[config.mk]
export PLATFORM = sky130hd
export DESIGN_NAME = freq_meter
export DESIGN_NICKNAME = d
export VERILOG_FILES = /design/src/rtl/freq_meter_pkg.sv /design/src/rtl/sync_edge_detect.sv /design/src/rtl/freq_meter.sv
export SDC_FILE = /design/constraint.sdc
export NUM_CORES = 1
export LEC_CHECK = 0
export ABC_CLOCK_PERIOD_IN_PS = 4830
export BUFFER_PORTS_ARGS = -buffer_cell sky130_fd_sc_hd__buf_2
export CAP_MARGIN = 10
export CELL_PAD_IN_SITES_DETAIL_PLACEMENT = 1
export CELL_PAD_IN_SITES_GLOBAL_PLACEMENT = 1
export CORE_AREA = 2 2 164 126
export CTS_BUF_LIST = sky130_fd_sc_hd__clkbuf_8
export DETAILED_ROUTE_END_ITERATION = 16
export DIE_AREA = 0 0 166 128
export PLACE_DENSITY = 0.68
export SKIP_LAST_GASP = 1
export SYNTH_ARGS = -nofsm -noshare
export SYNTH_HDL_FRONTEND = slang
export SYNTH_SLANG_ARGS = --single-unit
export TNS_END_PERCENT = 5
[constraint.sdc]
create_clock -name Clk -period 4.83 [get_ports Clk]
set_input_delay 0.483 -clock Clk [delete_from_list [all_inputs] [get_ports Clk]]
set_output_delay 0.483 -clock Clk [all_outputs]
set_load 0.02 [all_outputs]
[src/rtl/freq_meter_pkg.sv]
// Shared state encoding and parameter helpers for the freq_meter block.
package freq_meter_pkg;

  typedef logic [0:0] state_t;

  localparam state_t IDLE    = 1'b0;
  localparam state_t MEASURE = 1'b1;

  function automatic int gate_cycles(input int frequency_in, input int gate_hz);
    return frequency_in / gate_hz;
  endfunction

  // Wide enough for count * gate_hz without truncation.
  function automatic int freq_width(input int count_width, input int gate_hz);
    return count_width + $clog2(gate_hz + 1);
  endfunction

endpackage

[src/rtl/sync_edge_detect.sv]
// Multi-flop synchronizer for an asynchronous input plus a rising-edge detector.
module sync_edge_detect #(
  parameter int SYNC_STAGES = 2
) (
  input  logic Clk,
  input  logic Reset,
  input  logic In,
  output logic Level,
  output logic Rise
);

  logic [SYNC_STAGES-1:0] sync_q;
  logic                   prev_q;

  // NOTE: synchronizer flops take the reset so no stale level can fake an edge after reset.
  always_ff @(posedge Clk) begin
    if (!Reset) begin
      sync_q <= '0;
      prev_q <= 1'b0;
    end else begin
      sync_q <= {sync_q[SYNC_STAGES-2:0], In};
      prev_q <= sync_q[SYNC_STAGES-1];
    end
  end

  assign Level = sync_q[SYNC_STAGES-1];
  assign Rise  = Level & ~prev_q;

endmodule

[src/rtl/freq_meter.sv]
// Gate-window frequency meter with a valid/ready result interface.
// Define FREQ_METER_DUTY_EN to add the HighCycles duty-cycle output.
module freq_meter
  import freq_meter_pkg::*;
#(
  parameter int   FREQUENCY_IN = 50_000_000,
  parameter int   GATE_HZ      = 10,
  parameter int   COUNT_WIDTH  = 24,
  parameter int   SYNC_STAGES  = 2,
  localparam int  GATE_CYCLES  = gate_cycles(FREQUENCY_IN, GATE_HZ),
  localparam int  FREQ_WIDTH   = freq_width(COUNT_WIDTH, GATE_HZ)
) (
  input  logic                   Clk,
  input  logic                   Reset,
  input  logic                   Enable,
  input  logic                   SignalIn,
  output logic [FREQ_WIDTH-1:0]  Frequency,
  output logic [COUNT_WIDTH-1:0] EdgeCount,
  output logic                   ResultValid,
  input  logic                   ResultReady,
  output logic                   Saturated,
  output logic                   Overrun
`ifdef FREQ_METER_DUTY_EN
  ,
  output logic [$clog2(GATE_CYCLES+1)-1:0] HighCycles
`endif
);

  localparam int GATE_W = (GATE_CYCLES > 1) ? $clog2(GATE_CYCLES) : 1;
  localparam logic [GATE_W-1:0]      GATE_LAST = GATE_W'(GATE_CYCLES - 1);
  localparam logic [COUNT_WIDTH-1:0] COUNT_MAX = '1;

  if (GATE_CYCLES < 2) begin : g_gate_len_check
    $error("freq_meter: GATE_CYCLES must be at least 2");
  end
  if (FREQUENCY_IN % GATE_HZ != 0) begin : g_gate_div_check
    $error("freq_meter: FREQUENCY_IN must be a multiple of GATE_HZ");
  end
  if (SYNC_STAGES < 2) begin : g_sync_check
    $error("freq_meter: SYNC_STAGES must be at least 2");
  end

  state_t                   state_q;
  logic [GATE_W-1:0]        gate_cnt_q;
  logic [COUNT_WIDTH-1:0]   edge_cnt_q;
  logic [COUNT_WIDTH-1:0]   edge_cnt_next;
  logic                     sat_q;
  logic                     sat_next;
  logic                     sig_level;
  logic                     sig_rise;
  logic                     counting;
  logic                     gate_done;

  sync_edge_detect #(
    .SYNC_STAGES(SYNC_STAGES)
  ) u_sync (
    .Clk  (Clk),
    .Reset(Reset),
    .In   (SignalIn),
    .Level(sig_level),
    .Rise (sig_rise)
  );

  // The terminal cycle's edge is folded into edge_cnt_next, so the loaded count includes it.
  // NOTE: every always_comb output gets a default first so no latch can be inferred.
  always_comb begin
    edge_cnt_next = edge_cnt_q;
    if (sig_rise && (edge_cnt_q != COUNT_MAX)) begin
      edge_cnt_next = edge_cnt_q + COUNT_WIDTH'(1);
    end
    sat_next = sat_q | (edge_cnt_next == COUNT_MAX);
  end

  assign counting  = (state_q == MEASURE) && Enable;
  assign gate_done = counting && (gate_cnt_q == GATE_LAST);

  // NOTE: state registers use non-blocking assignments so every flop samples pre-edge values.
  always_ff @(posedge Clk) begin
    if (!Reset) begin
      state_q    <= IDLE;
      gate_cnt_q <= '0;
      edge_cnt_q <= '0;
      sat_q      <= 1'b0;
    end else begin
      case (state_q)
        IDLE:    state_q <= Enable ? MEASURE : IDLE;
        default: state_q <= Enable ? MEASURE : IDLE;
      endcase
      // Counters clear both on gate completion (next gate starts at once) and on abort.
      if (counting && !gate_done) begin
        gate_cnt_q <= gate_cnt_q + GATE_W'(1);
        edge_cnt_q <= edge_cnt_next;
        sat_q      <= sat_next;
      end else begin
        gate_cnt_q <= '0;
        edge_cnt_q <= '0;
        sat_q      <= 1'b0;
      end
    end
  end

  always_ff @(posedge Clk) begin
    if (!Reset) begin
      ResultValid <= 1'b0;
      EdgeCount   <= '0;
      Frequency   <= '0;
      Saturated   <= 1'b0;
      Overrun     <= 1'b0;
    end else if (gate_done) begin
      ResultValid <= 1'b1;
      EdgeCount   <= edge_cnt_next;
      Frequency   <= FREQ_WIDTH'(edge_cnt_next) * FREQ_WIDTH'(GATE_HZ);
      Saturated   <= sat_next;
      Overrun     <= ResultValid && !ResultReady;
    end else if (ResultValid && ResultReady) begin
      ResultValid <= 1'b0;
    end
  end

`ifdef FREQ_METER_DUTY_EN
  localparam int HIGH_WIDTH = $clog2(GATE_CYCLES + 1);

  logic [HIGH_WIDTH-1:0] high_cnt_q;
  logic [HIGH_WIDTH-1:0] high_cnt_next;

  assign high_cnt_next = high_cnt_q + HIGH_WIDTH'(sig_level);

  always_ff @(posedge Clk) begin
    if (!Reset) begin
      high_cnt_q <= '0;
      HighCycles <= '0;
    end else begin
      high_cnt_q <= (counting && !gate_done) ? high_cnt_next : '0;
      if (gate_done) begin
        HighCycles <= high_cnt_next;
      end
    end
  end
`else
  // The synchronized level only feeds the duty counter.
  logic level_unused;
  assign level_unused = sig_level;
`endif

endmodule

# Yosys cells after proc, flatten, opt, wreduce, memory -nomap -nowiden
# Cells that the tools add are included.
# op_classes
add_sub_neg	2
n_eq_ne	3
bitwise_logic	3
muxes	4
multipliers	1
reduce_logical	10
# op_table
cell	n
$mul 24x3->27 const B	1
$add 24x1->24 const B	1
$eq 24x24->1 const B	1
$mux 24	1
$ne 24x24->1 const B	1
$add 23x1->23 const B	1
$eq 23x23->1 const B	1
$logic_and 1x1->1	6
$mux 1	3
$logic_not 1->1	2
$reduce_and 2->1	1
$reduce_bool 2->1	1
$and 1x1->1	1
$not 1->1	1
$or 1x1->1	1
# totals
wordCells	34
reg_bits	106
out_inout_bits	55

# Logic depth before layout (Yosys ltp)
# Gate-level depths: netlist of the first run.
# logic_depth
ltp_word	6
mapped_depth	18
mapped_depth_nobuf	17

# Modules after synthesis
# From an unflattened synthesis of the first run, not the netlist that was laid out.
# hier_totals
hier_cells	679
hier_area_um2	5662.9
# by_module_without_submodules
mod	n_inst	seq_area_each_um2	cells_each	area_per_inst_um2
freq_meter	1	2021.9	672	5570.3
sync_edge_detect	1	60.1	7	92.6

# Worst setup path before layout of the first run
# No wires, ideal clock.
# synth_path
path_type	reg-to-reg
from	register edge_cnt_q[0]
to	register Frequency[26]
setup_time_ns	0.070
t_arrival_ns	4.074
slack_ns	0.686
period_less_slack_ns	4.144
path_stages_with_launch	17
t_required_ns	4.760
cell_sequence	dfxtp_1 ha_1 inv_1 o41ai_4 nor3_1 xor2_1 ha_1 ha_1 fa_1 a21oi_1 o221ai_1 a2111oi_2 o311ai_1 nor3_1 o31ai_1 xnor2_1 a21oi_1
# synth_via
elab_chain_cells	4
# synth_lines
item	line	text
from (decl)	freq_meter.sv:45	logic [COUNT_WIDTH-1:0] edge_cnt_q;
from (signal assigned)	freq_meter.sv:92	edge_cnt_q <= edge_cnt_next;
parallel branches: the longest is 2 deep, another holds $add 24x1->24	n/a	
$mux 24 *	freq_meter.sv:68	if (sig_rise && (edge_cnt_q != COUNT_MAX)) begin
net edge_cnt_next[3]	freq_meter.sv:46	logic [COUNT_WIDTH-1:0] edge_cnt_next;
$mul 24x3->27 *	freq_meter.sv:112	Frequency <= FREQ_WIDTH'(edge_cnt_next) * FREQ_WIDTH'(GATE_HZ);
to (signal assigned)	freq_meter.sv:112	
to (decl)	freq_meter.sv:17	output logic [FREQ_WIDTH-1:0] Frequency,
# Mark *: on every way through the listed nets, which the timed path passes.
# A chain may end at the register's enable or synchronous reset.

# Worst setup path after layout of the first run
# layout_path
from	register edge_cnt_q[23]
to	register Frequency[26]
# layout_via
elab_chain_cells	4
# layout_lines
item	line
$ne 24x24->1	freq_meter.sv:68
$logic_and 1x1->1	freq_meter.sv:68
$mux 24	freq_meter.sv:68
net edge_cnt_next[1]	freq_meter.sv:46
$mul 24x3->27	freq_meter.sv:112
# The timed path passes the listed nets, and every way through them passes these cells.

==> results of run 1 <==
final cells by class:
class                   count  area (um^2)  share of cell area, %
multi-input cells         510         3460                   51.9
flip-flops and latches    104         2080                   31.3
repair buffers             86          500                   7.52
well taps                 258          323                   4.85
clock buffers               9          124                   1.86
inverters                  26         97.6                   1.47
clock inverters             7         71.3                   1.07
cell usage in the layout (no fill, tap or decap), drive strengths merged, types with 6 or more instances in the layout:
master,Yosys,routed
dfxtp,104,104
nor2,88,88
buf,15,86
nand2,61,61
a21oi,47,47
ha,46,46
nand3,40,40
xor2,30,30
inv,26,28
xnor2,27,27
nand4,17,17
a211oi,17,17
nor3,13,13
and3,11,11
nor2b,10,10
o21ai,10,10
clkbuf,15,9
and2,8,8
and4,8,8
mux2i,7,7
a31oi,7,7
a21o,6,6
or3,6,6
through the flow:
step	utilization [%]	hold WS, ps	power [W]
finish	33.7	313	0.00145
global route	33.7	295	0.00151
CTS	33.5	288	0.00148
detailed placement	32.5	430	0.000906
global placement	32.5	418	0.000905
floorplan	-	412	0.000899
what timing repair did:
action,4_1_cts,5_1_grt
setup endpoints to repair,0,3
gates resized for setup,0,7
buffers inserted,0,1
path summary, 6_finish.rpt:
path,start,end,cells past startpoint,slack [ps]
setup / recovery,edge_cnt_q[23]$_SDFF_PN0_,Frequency[26]$_SDFFE_PN0P_,17,360
hold / removal,SignalIn,u_sync.sync_q[0]$_SDFF_PN0_,2,310
setup reg to reg,edge_cnt_q[23]$_SDFF_PN0_,Frequency[26]$_SDFFE_PN0P_,17,360
hold reg to reg,Frequency[9]$_SDFFE_PN0P_,Frequency[9]$_SDFFE_PN0P_,2,460
registers in the layout (all words and copies together) (netlist names):
signal	flops
EdgeCount	24
Frequency	25
Overrun	1
ResultValid	1
Saturated	1
edge_cnt_q	24
gate_cnt_q	23
sat_q	1
state_q	1
u_sync.prev_q	1
u_sync.sync_q	2
cells by family (layout without fill, tap and decap cells):
logic type               after synthesis  after routing  share of synthesized area, %
adder cells (fa/ha/maj)               47             47                          10.3
buffers and inverters                 56            128                          4.84
AND/OR/NAND/NOR                      283            283                          25.3
XOR/XNOR                              57             57                          8.88
multiplexers                           7              7                          1.21
flip-flops                           104            104                          35.9
other                                  1              1                        0.0647
AO/OA/AOI/OAI                        115            115                          13.5
power groups by stage:
stage,combinational [W],sequential [W],clock (W)
after floorplan,0.0000194,0.000879,0
after global placement,0.0000262,0.000879,0
after detailed placement,0.0000262,0.000879,0
after CTS,0.0000264,0.000860,0.000591
after global routing,0.0000291,0.000860,0.000625
final,0.0000263,0.000859,0.000563
critical path, cell delays in order (launching register included):
cell and delay, ps:
dfxtp_1 380, and4_1 230, and2_1 230, a41oi_4 450, mux2i_1 350, inv_1 80
ha_1 280, ha_1 240, fa_1 420, a21oi_2 220, o221ai_2 150, a2111oi_2 310
buf_4 190, o311ai_1 160, nor3_2 240, o31ai_1 120, xnor2_1 160, a21oi_1 90
routing by layer:
layer	wire length, um	track usage [%]
met5	0	0
met1	8630	23.0
met3	623	3.24
met2	6480	21.2
met4	157	3.43
==> impl_results.md, run 1 <==
* EDFF count, synth at 0
* Ys flop type: dfxtp_1
* Layout area overhead at 14.9%
* Most common cell in the netlist: dfxtp_1
* Die Span Y at 128 um
* Clock Skew at approximately 13 ps
* CORE AREA at ~20,000 um^2
* DRC violations left at 0
* Synth top cells by count: dfxtp_1, nor2_1, nand2_1
* Drt via density at a little under 5
* Top Ports at 60
* Root Buffer: clkbuf_8
* All-Layer GR Usage at between 15 and 20%
* Clock Latency Late Sink at 390 ps
* Fillers at 2,371
* Fmax at 0.224 GHz
* Initial antenna violation count at 0
* Sw Pwr at between 0.0003 and 0.0004 W
* Tcrit/Tclk final at 92.4%
* Mapped Avg Cell Area at 8.64 um^2
* Final setup fails at 0
* Mapped Area at slightly below 6000 um^2
* Vias in the first global route at 4,705
* Vias at 4,912
* Worst Setup Slack, final at about 360 ps
* WL/cell at 15.9 um
* Row Count at 45
* Max-Cap Viols at 0
* Comb power frac at 1.8%
* IO buf count at between 50 and 60
* Tightest Pin Transition at 705 ps
* Placed cells at 983
* Cell area after placement at 6430 um^2
* TritonCTS Buffers at 9
* Clock network power share at between 30% and 40%
* Distinct cells, synth at between 70 and 80
* CTS max path bufs at 2
* CTS H-tree lvls at 3
* GPL Wtd Cong at 0.905
* Hold_buf cts at 0
* Switching Share at 23.7%
* Seq pwr share at 59.3%
* Routed WL at 15,900 um
* Final instance area at 6660 um^2
* Most area-consuming cells after synthesis: dfxtp_1, ha_1, nor2_1
* Clock-pin slew on the worst setup and hold paths at 110 ps
* Antenna-violating nets left at 0
* Setup TNS at 0 ps
* Post-detail-place hpwl at 12,000 um
* Starting Density at 29.3%
* # diodes at 0
* Lkg Pwr at around 2.9 nW
* First-pass GRT wire length at 25,600 um
* First-pass DRT Iterations at 5
* Crit path DAT at 4720 ps
* Sink Count at 104
* CTS tree: yes
* Final Hold Viols at 0
* CP endpoint kind: flop
* Asr flop ratio synth at 0%
* Peak supply drop at 0.000104 V
* Largest net degree at the start of global routing at 49
* Max_slew headroom at 52.9%
* Number of synthesized register bits at 104
* Critical path class: flop to flop
* Synth area leader: dfxtp_1
* Nets at a little under 800
* GRT Residual Overflow at 0
* Power Density at 218 nW/um^2
* Share of the synthesized area in the top cell type at 35.9%
* Die area at 21,200 um^2
* Sequential area share after synthesis at between 30% and 40%
* Tightest Hold Check Type: input pin to flop
* Period minus WS final at 4470 ps
* Pre-CTS WS at about 220 ps
* Iter 0 DRT Violations at approximately 310
* Startpoint Class: flop
* Critical path required time at 5080 ps
* Mapped Cells at 670
* Internal power at 0.00110 W
* Syn Nets at 722
* Status: completed
* CP max FO at 9
* Die Wd at 166 um
* Pins Over Slew Limit at 0
* Ratio of cells with drive above 1 in the final layout at 17.8%
* RSZ-0062 raised after global routing: no
* Yosys warnings at 0
* Non-Filler Instances at 1,000
No activity file was read; power rests on OpenSTA's default activity.
==> inputs of run 2 (changes only) <==
--- a/config.mk
+++ b/config.mk
@@ -5,7 +5,7 @@
 export SDC_FILE = /design/constraint.sdc
 export NUM_CORES = 1
 export LEC_CHECK = 0
-export ABC_CLOCK_PERIOD_IN_PS = 4830
+export ABC_CLOCK_PERIOD_IN_PS = 5000
 export BUFFER_PORTS_ARGS = -buffer_cell sky130_fd_sc_hd__buf_2
 export CAP_MARGIN = 10
 export CELL_PAD_IN_SITES_DETAIL_PLACEMENT = 1
==> constraint.sdc (replaced) <==
create_clock -name Clk -period 5 [get_ports Clk]
set_input_delay 0.5 -clock Clk [delete_from_list [all_inputs] [get_ports Clk]]
set_output_delay 0.5 -clock Clk [all_outputs]
set_load 0.02 [all_outputs]
==> impl_results.md, run 2 (synthesis results as in run 1) <==
* Largest net degree at the start of global routing at 49
* Period minus WS final at 4770 ps
* Total power at ~0.0014 W
* Final instance area at around 6600 um^2
* Ratio of cells with drive above 1 in the final layout at 17.2%
* All-Layer GR Usage at ~15%
* CP max stage cell: a2111oi_4
* Tcrit/Tclk final at between 90 and 100%
* RSZ-0062 raised after global routing: yes
* GPL Wtd Cong at 0.879
* Pre-CTS WS at slightly above 200 ps
* Die area at approximately 21,000 um^2
* Peak supply drop at 0.000155 V
* CTS tree: yes
* CORE AREA at 19,800 um^2
* Clock Skew at 12.2 ps
* DRC violations left at 0
* Worst path cell trace: and4_2 > nand4_1 > o41ai_4 > buf_4 > nor3_1 > xor2_1 > ha_1 > ha_1 > fa_1 > a21oi_1 > o221ai_1 > a2111oi_4 > o311ai_1 > nor3_2 > o31ai_1 > xnor2_1 > a21oi_1
* First-pass DRT Iterations at 4
* Row Count at 45
* Final setup fails at 0
* WP buf/inv at 1
* Power Density at 211 nW/um^2
* Vias at slightly below 5,000
* Tightest Pin Transition at approximately 1100 ps
* Vias in the first global route at 4,930
* Routed WL at 15,700 um
* First-pass GRT wire length at 26,600 um
* Final Hold Viols at 0
* Clock Latency Late Sink at 400 ps
* Max incr delay on CP at approximately 520 ps
* Sink Count at 104
* CTS H-tree lvls at 3
* Crit path DAT at 5010 ps
* Worst hold margin at 317 ps
* CP max FO at 5
* Die Wd at approximately 170 um
* Root Buffer: clkbuf_8
* Lkg Pwr at 2.85 nW
* Die Span Y at roughly 130 um
* Antenna-violating nets left at 0
* Fmax at around 0.21 GHz
* Cell area after placement at 6400 um^2
* Status: completed
* TritonCTS Buffers at 9
* Tightest Hold Check Type: input pin to flop
* Drt via density at 4.92
* Startpoint Class: flop
* Critical path class: flop to flop
* IO buf count at 58
* WL/cell at approximately 16 um
* Clock-pin slew on the worst setup and hold paths at 110 ps
* Starting Density at 29.3%
* Most common cell after layout, fill and taps aside: dfxtp_1
* GRT Residual Overflow at 0
* Top Ports at 60
* CP endpoint kind: flop
* Largest registers: Frequency: 25 flops, EdgeCount: 24 flops, edge_cnt_q: 24 flops
* Layout area overhead at 14.6%
* Max_slew headroom at 29.6%
* Pins Over Slew Limit at 0
* CTS max path bufs at 2
* Most flop-heavy register: Frequency
* Family with the most delay on the worst path: compound AO/OA/AOI/OAI gates
* # diodes at 0
* Utilization after layout at roughly 34%
* Critical path required time at 5230 ps
* Iter 0 DRT Violations at about 230
* Post-detail-place hpwl at 11,900 um
* Max-Cap Viols at 0
* Max FFs per register at 25
* Most frequent cells in the layout: dfxtp_1, nor2_1, nand2_1
* Worst Setup Slack, final at approximately 230 ps
* Nets at ~790
* Initial antenna violation count at 0
==> run 2: changes by cell type in the layout (fill, tap and decap cells not counted), sizes merged <==
cell	delta
buf	-3
inv	+1
clkinv	-1
==> run 2: metrics by stage <==
stage / TNS, ps / instances
4_1_cts: 0 / 995
2_1_floorplan: 0 / 670
5_1_grt: -172 / 997
3_3_place_gp: 0 / 979
6_report: 0 / 997
3_5_place_dp: 0 / 979
==> run 2: worst paths after layout <==
path	startpoint	end	slack [ps]	depth (start not counted)
worst max-delay path	edge_cnt_q[12]$_SDFF_PN0_	Frequency[26]$_SDFFE_PN0P_	230	17
worst min register to register	EdgeCount[6]$_SDFFE_PN0P_	EdgeCount[6]$_SDFFE_PN0P_	450	2
worst max register to register	edge_cnt_q[12]$_SDFF_PN0_	Frequency[26]$_SDFFE_PN0P_	230	17
worst min-delay path	SignalIn	u_sync.sync_q[0]$_SDFF_PN0_	320	2
==> run 2: final cells by class <==
class | instances | area [um^2]
Inverter | 26 | 97.6
Fill cell | 2398 | 13100
Timing Repair Buffer | 83 | 478
Sequential cell | 104 | 2080
Clock inverter | 7 | 71.3
Clock buffer | 9 | 124
Multi-Input combinational cell | 510 | 3460
Tap cell | 258 | 323
==> run 2: per-layer routing <==
| layer | wire [um] | share of wire (%) | GRT usage (%) | up-vias |
|---|---|---|---|---|
| met5 | 0 | 0 | 0 | - |
| met3 | 519 | 3.3 | 3.15 | 6 |
| li1 | - | - | - | 2479 |
| met2 | 6510 | 41 | 22.9 | 71 |
| met1 | 8560 | 55 | 22.9 | 2350 |
| met4 | 98 | 0.62 | 3.63 | 0 |
==> run 2: timing repair <==
item	in CTS	in global routing
gates resized for setup	0	4
hold buffers	0	0
endpoints found under the setup margin	0	3
setup buffers	0	2
==> run 2: where the power goes <==
part | switching (W) | internal, W | total, W
combinational | 0.0000188 | 0.00000688 | 0.0000257
clock | 0.000315 | 0.000233 | 0.000548
sequential | 0.000000861 | 0.000829 | 0.000830
==> inputs of run 3 (changes only) <==
--- a/config.mk
+++ b/config.mk
@@ -9,12 +9,12 @@
 export BUFFER_PORTS_ARGS = -buffer_cell sky130_fd_sc_hd__buf_2
 export CAP_MARGIN = 10
 export CELL_PAD_IN_SITES_DETAIL_PLACEMENT = 1
-export CELL_PAD_IN_SITES_GLOBAL_PLACEMENT = 1
+export CELL_PAD_IN_SITES_GLOBAL_PLACEMENT = 2
 export CORE_AREA = 2 2 164 126
 export CTS_BUF_LIST = sky130_fd_sc_hd__clkbuf_8
 export DETAILED_ROUTE_END_ITERATION = 16
 export DIE_AREA = 0 0 166 128
-export PLACE_DENSITY = 0.68
+export PLACE_DENSITY = 0.78
 export SKIP_LAST_GASP = 1
 export SYNTH_ARGS = -nofsm -noshare
 export SYNTH_HDL_FRONTEND = slang
==> impl_results.md, run 3 (synthesis results as in run 1) <==
* Critical path required time at 5220 ps
* Sw Pwr at 0.000331 W
* Largest net degree at the start of global routing at 49
* Clock-pin slew on the worst setup and hold paths at 100 ps
* Period minus WS final at roughly 4700 ps
* Drt via density at between 4 and 5
* DRC violations left at 0
* First-pass DRT Iterations at 4
* CP endpoint kind: flop
* Ratio of cells with drive above 1 in the final layout at 17.5%
* First-pass GRT wire length at 27,000 um
* Row Count at 45
* Layout area overhead at 14.9%
* Sink Count at 104
* Fmax at 0.213 GHz
* Die Span Y at 128 um
* Vias in the first global route at slightly below 5,000
* Die Wd at ~170 um
* Nets at 788
* Top Ports at 60
* Root Buffer: clkbuf_8
* Seq pwr share at around three fifths
* Final setup fails at 0
* GRT Residual Overflow at 0
* Hold_buf cts at 0
* Internal power at ~0.0010 W
* Largest registers: Frequency: 25 flops, EdgeCount: 24 flops, edge_cnt_q: 24 flops
* Clock network power share at 37.9%
* Clock Latency Late Sink at 380 ps
* Max_slew headroom at 27.5%
* Final Hold Viols at 0
* Tcrit/Tclk final at a little over nine tenths
* Placed cells at 981
* Vias at 4,942
* GPL Wtd Cong at between 0.8 and 0.9
* Peak supply drop at 0.000118 V
* Power Density at 207 nW/um^2
* IO buf count at 58
* Startpoint Class: flop
* CTS H-tree lvls at 3
* Pre-CTS WS at approximately 290 ps
* Tightest Hold Check Type: input pin to flop
* Max FFs per register at 25
* Comb power frac at ~2%
* CTS max path bufs at 2
* CP max FO at 6
* Post-detail-place hpwl at 12,200 um
* Die area at 21,200 um^2
* Max-Cap Viols at 0
* Pins Over Slew Limit at 0
* Status: completed
* Iter 0 DRT Violations at 289
* Most frequent cells in the layout: dfxtp_1, nor2_1, nand2_1
* Critical path class: flop to flop
* CORE AREA at 19,800 um^2
* Most flop-heavy register: Frequency
* Starting Density at 29.3%
* Tightest Pin Transition at 1080 ps
* Routed WL at about 16,000 um
* Crit path DAT at 4920 ps
* CTS tree: yes
* Total power at 0.00138 W
* Antenna-violating nets left at 0
* Non-Filler Instances at 999
* Switching Share at 24.0%
* TritonCTS Buffers at 9
* Worst Setup Slack, final at 302 ps
* WL/cell at 16.3 um
* Setup TNS at 0 ps
* Clock Skew at 10.1 ps
* All-Layer GR Usage at 15.7%
* # diodes at 0
* Most common cell after layout, fill and taps aside: dfxtp_1
* Initial antenna violation count at 0
* Utilization after layout at approximately a third
* Fillers at ~2,400
* Lkg Pwr at between 2 and 3 nW
==> run 3: cell types whose count changed in the layout (fill, tap and decap cells not counted), sizes merged <==
cell      delta
buf          +2
clkbuf       +2
bufinv       -1
clkinv       +1
clkinvlp     -1
inv          -1
==> run 3: final cells by class <==
class	count	area [um^2]	area share, %
flip-flops and latches	104	2080	31.3
multi-input cells	510	3470	52.1
clock inverters	5	38.8	0.583
clock buffers	11	151	2.27
well taps	258	323	4.85
inverters	26	97.6	1.47
repair buffers	85	493	7.41
==> run 3: final timing paths <==
| kind | start | end | slack (ps) | cells past startpoint |
|---|---|---|---|---|
| worst max-delay path | edge_cnt_q[9]$_SDFF_PN0_ | Frequency[26]$_SDFFE_PN0P_ | 300 | 18 |
| worst min-delay path | SignalIn | u_sync.sync_q[0]$_SDFF_PN0_ | 340 | 2 |
| worst max register to register | edge_cnt_q[9]$_SDFF_PN0_ | Frequency[26]$_SDFFE_PN0P_ | 300 | 18 |
| worst min register to register | EdgeCount[22]$_SDFFE_PN0P_ | EdgeCount[22]$_SDFFE_PN0P_ | 450 | 2 |
==> run 3: stage by stage <==
stage          area [um^2]  hold WS [ps]
2_1_floorplan         5790           412
3_3_place_gp          6410           422
3_5_place_dp          6410           426
4_1_cts               6600           324
5_1_grt               6660           327
6_report              6660           336
==> run 3: worst max-delay path, cell delays in order (launching register included) <==
cell	delay, ps
dfxtp_1	410
and4_2	310
nand4_1	200
o41ai_4	500
buf_4	180
nor2_1	40
xnor2_1	210
inv_1	100
ha_1	210
ha_1	200
fa_1	410
a21oi_1	270
o221ai_2	190
a2111oi_4	500
o311ai_1	240
nor3_2	220
o31ai_1	120
xnor2_1	150
a21oi_1	80
==> run 3: repair_timing <==
action | in CTS | in global routing
gates resized for setup | 0 | 5
setup buffers | 0 | 2
endpoints found under the hold margin | 0 | 0
endpoints found under the setup margin | 0 | 3
==> run 3: power groups by stage <==
stage / registers [W] / logic (W) / clock network, W
after global placement: 0.000849 / 0.0000268 / 0
final: 0.000830 / 0.0000275 / 0.000523
after detailed placement: 0.000850 / 0.0000265 / 0
after floorplan: 0.000849 / 0.0000187 / 0
after global routing: 0.000831 / 0.0000304 / 0.000583
after CTS: 0.000830 / 0.0000267 / 0.000546
==> run 3: layer usage <==
layer	track usage, %	vias up	routed length (um)
met4	3.22	0	176
met2	23.5	84	6590
li1	-	2480	-
met5	0	-	0
met3	3.12	14	593
met1	23.3	2364	8900
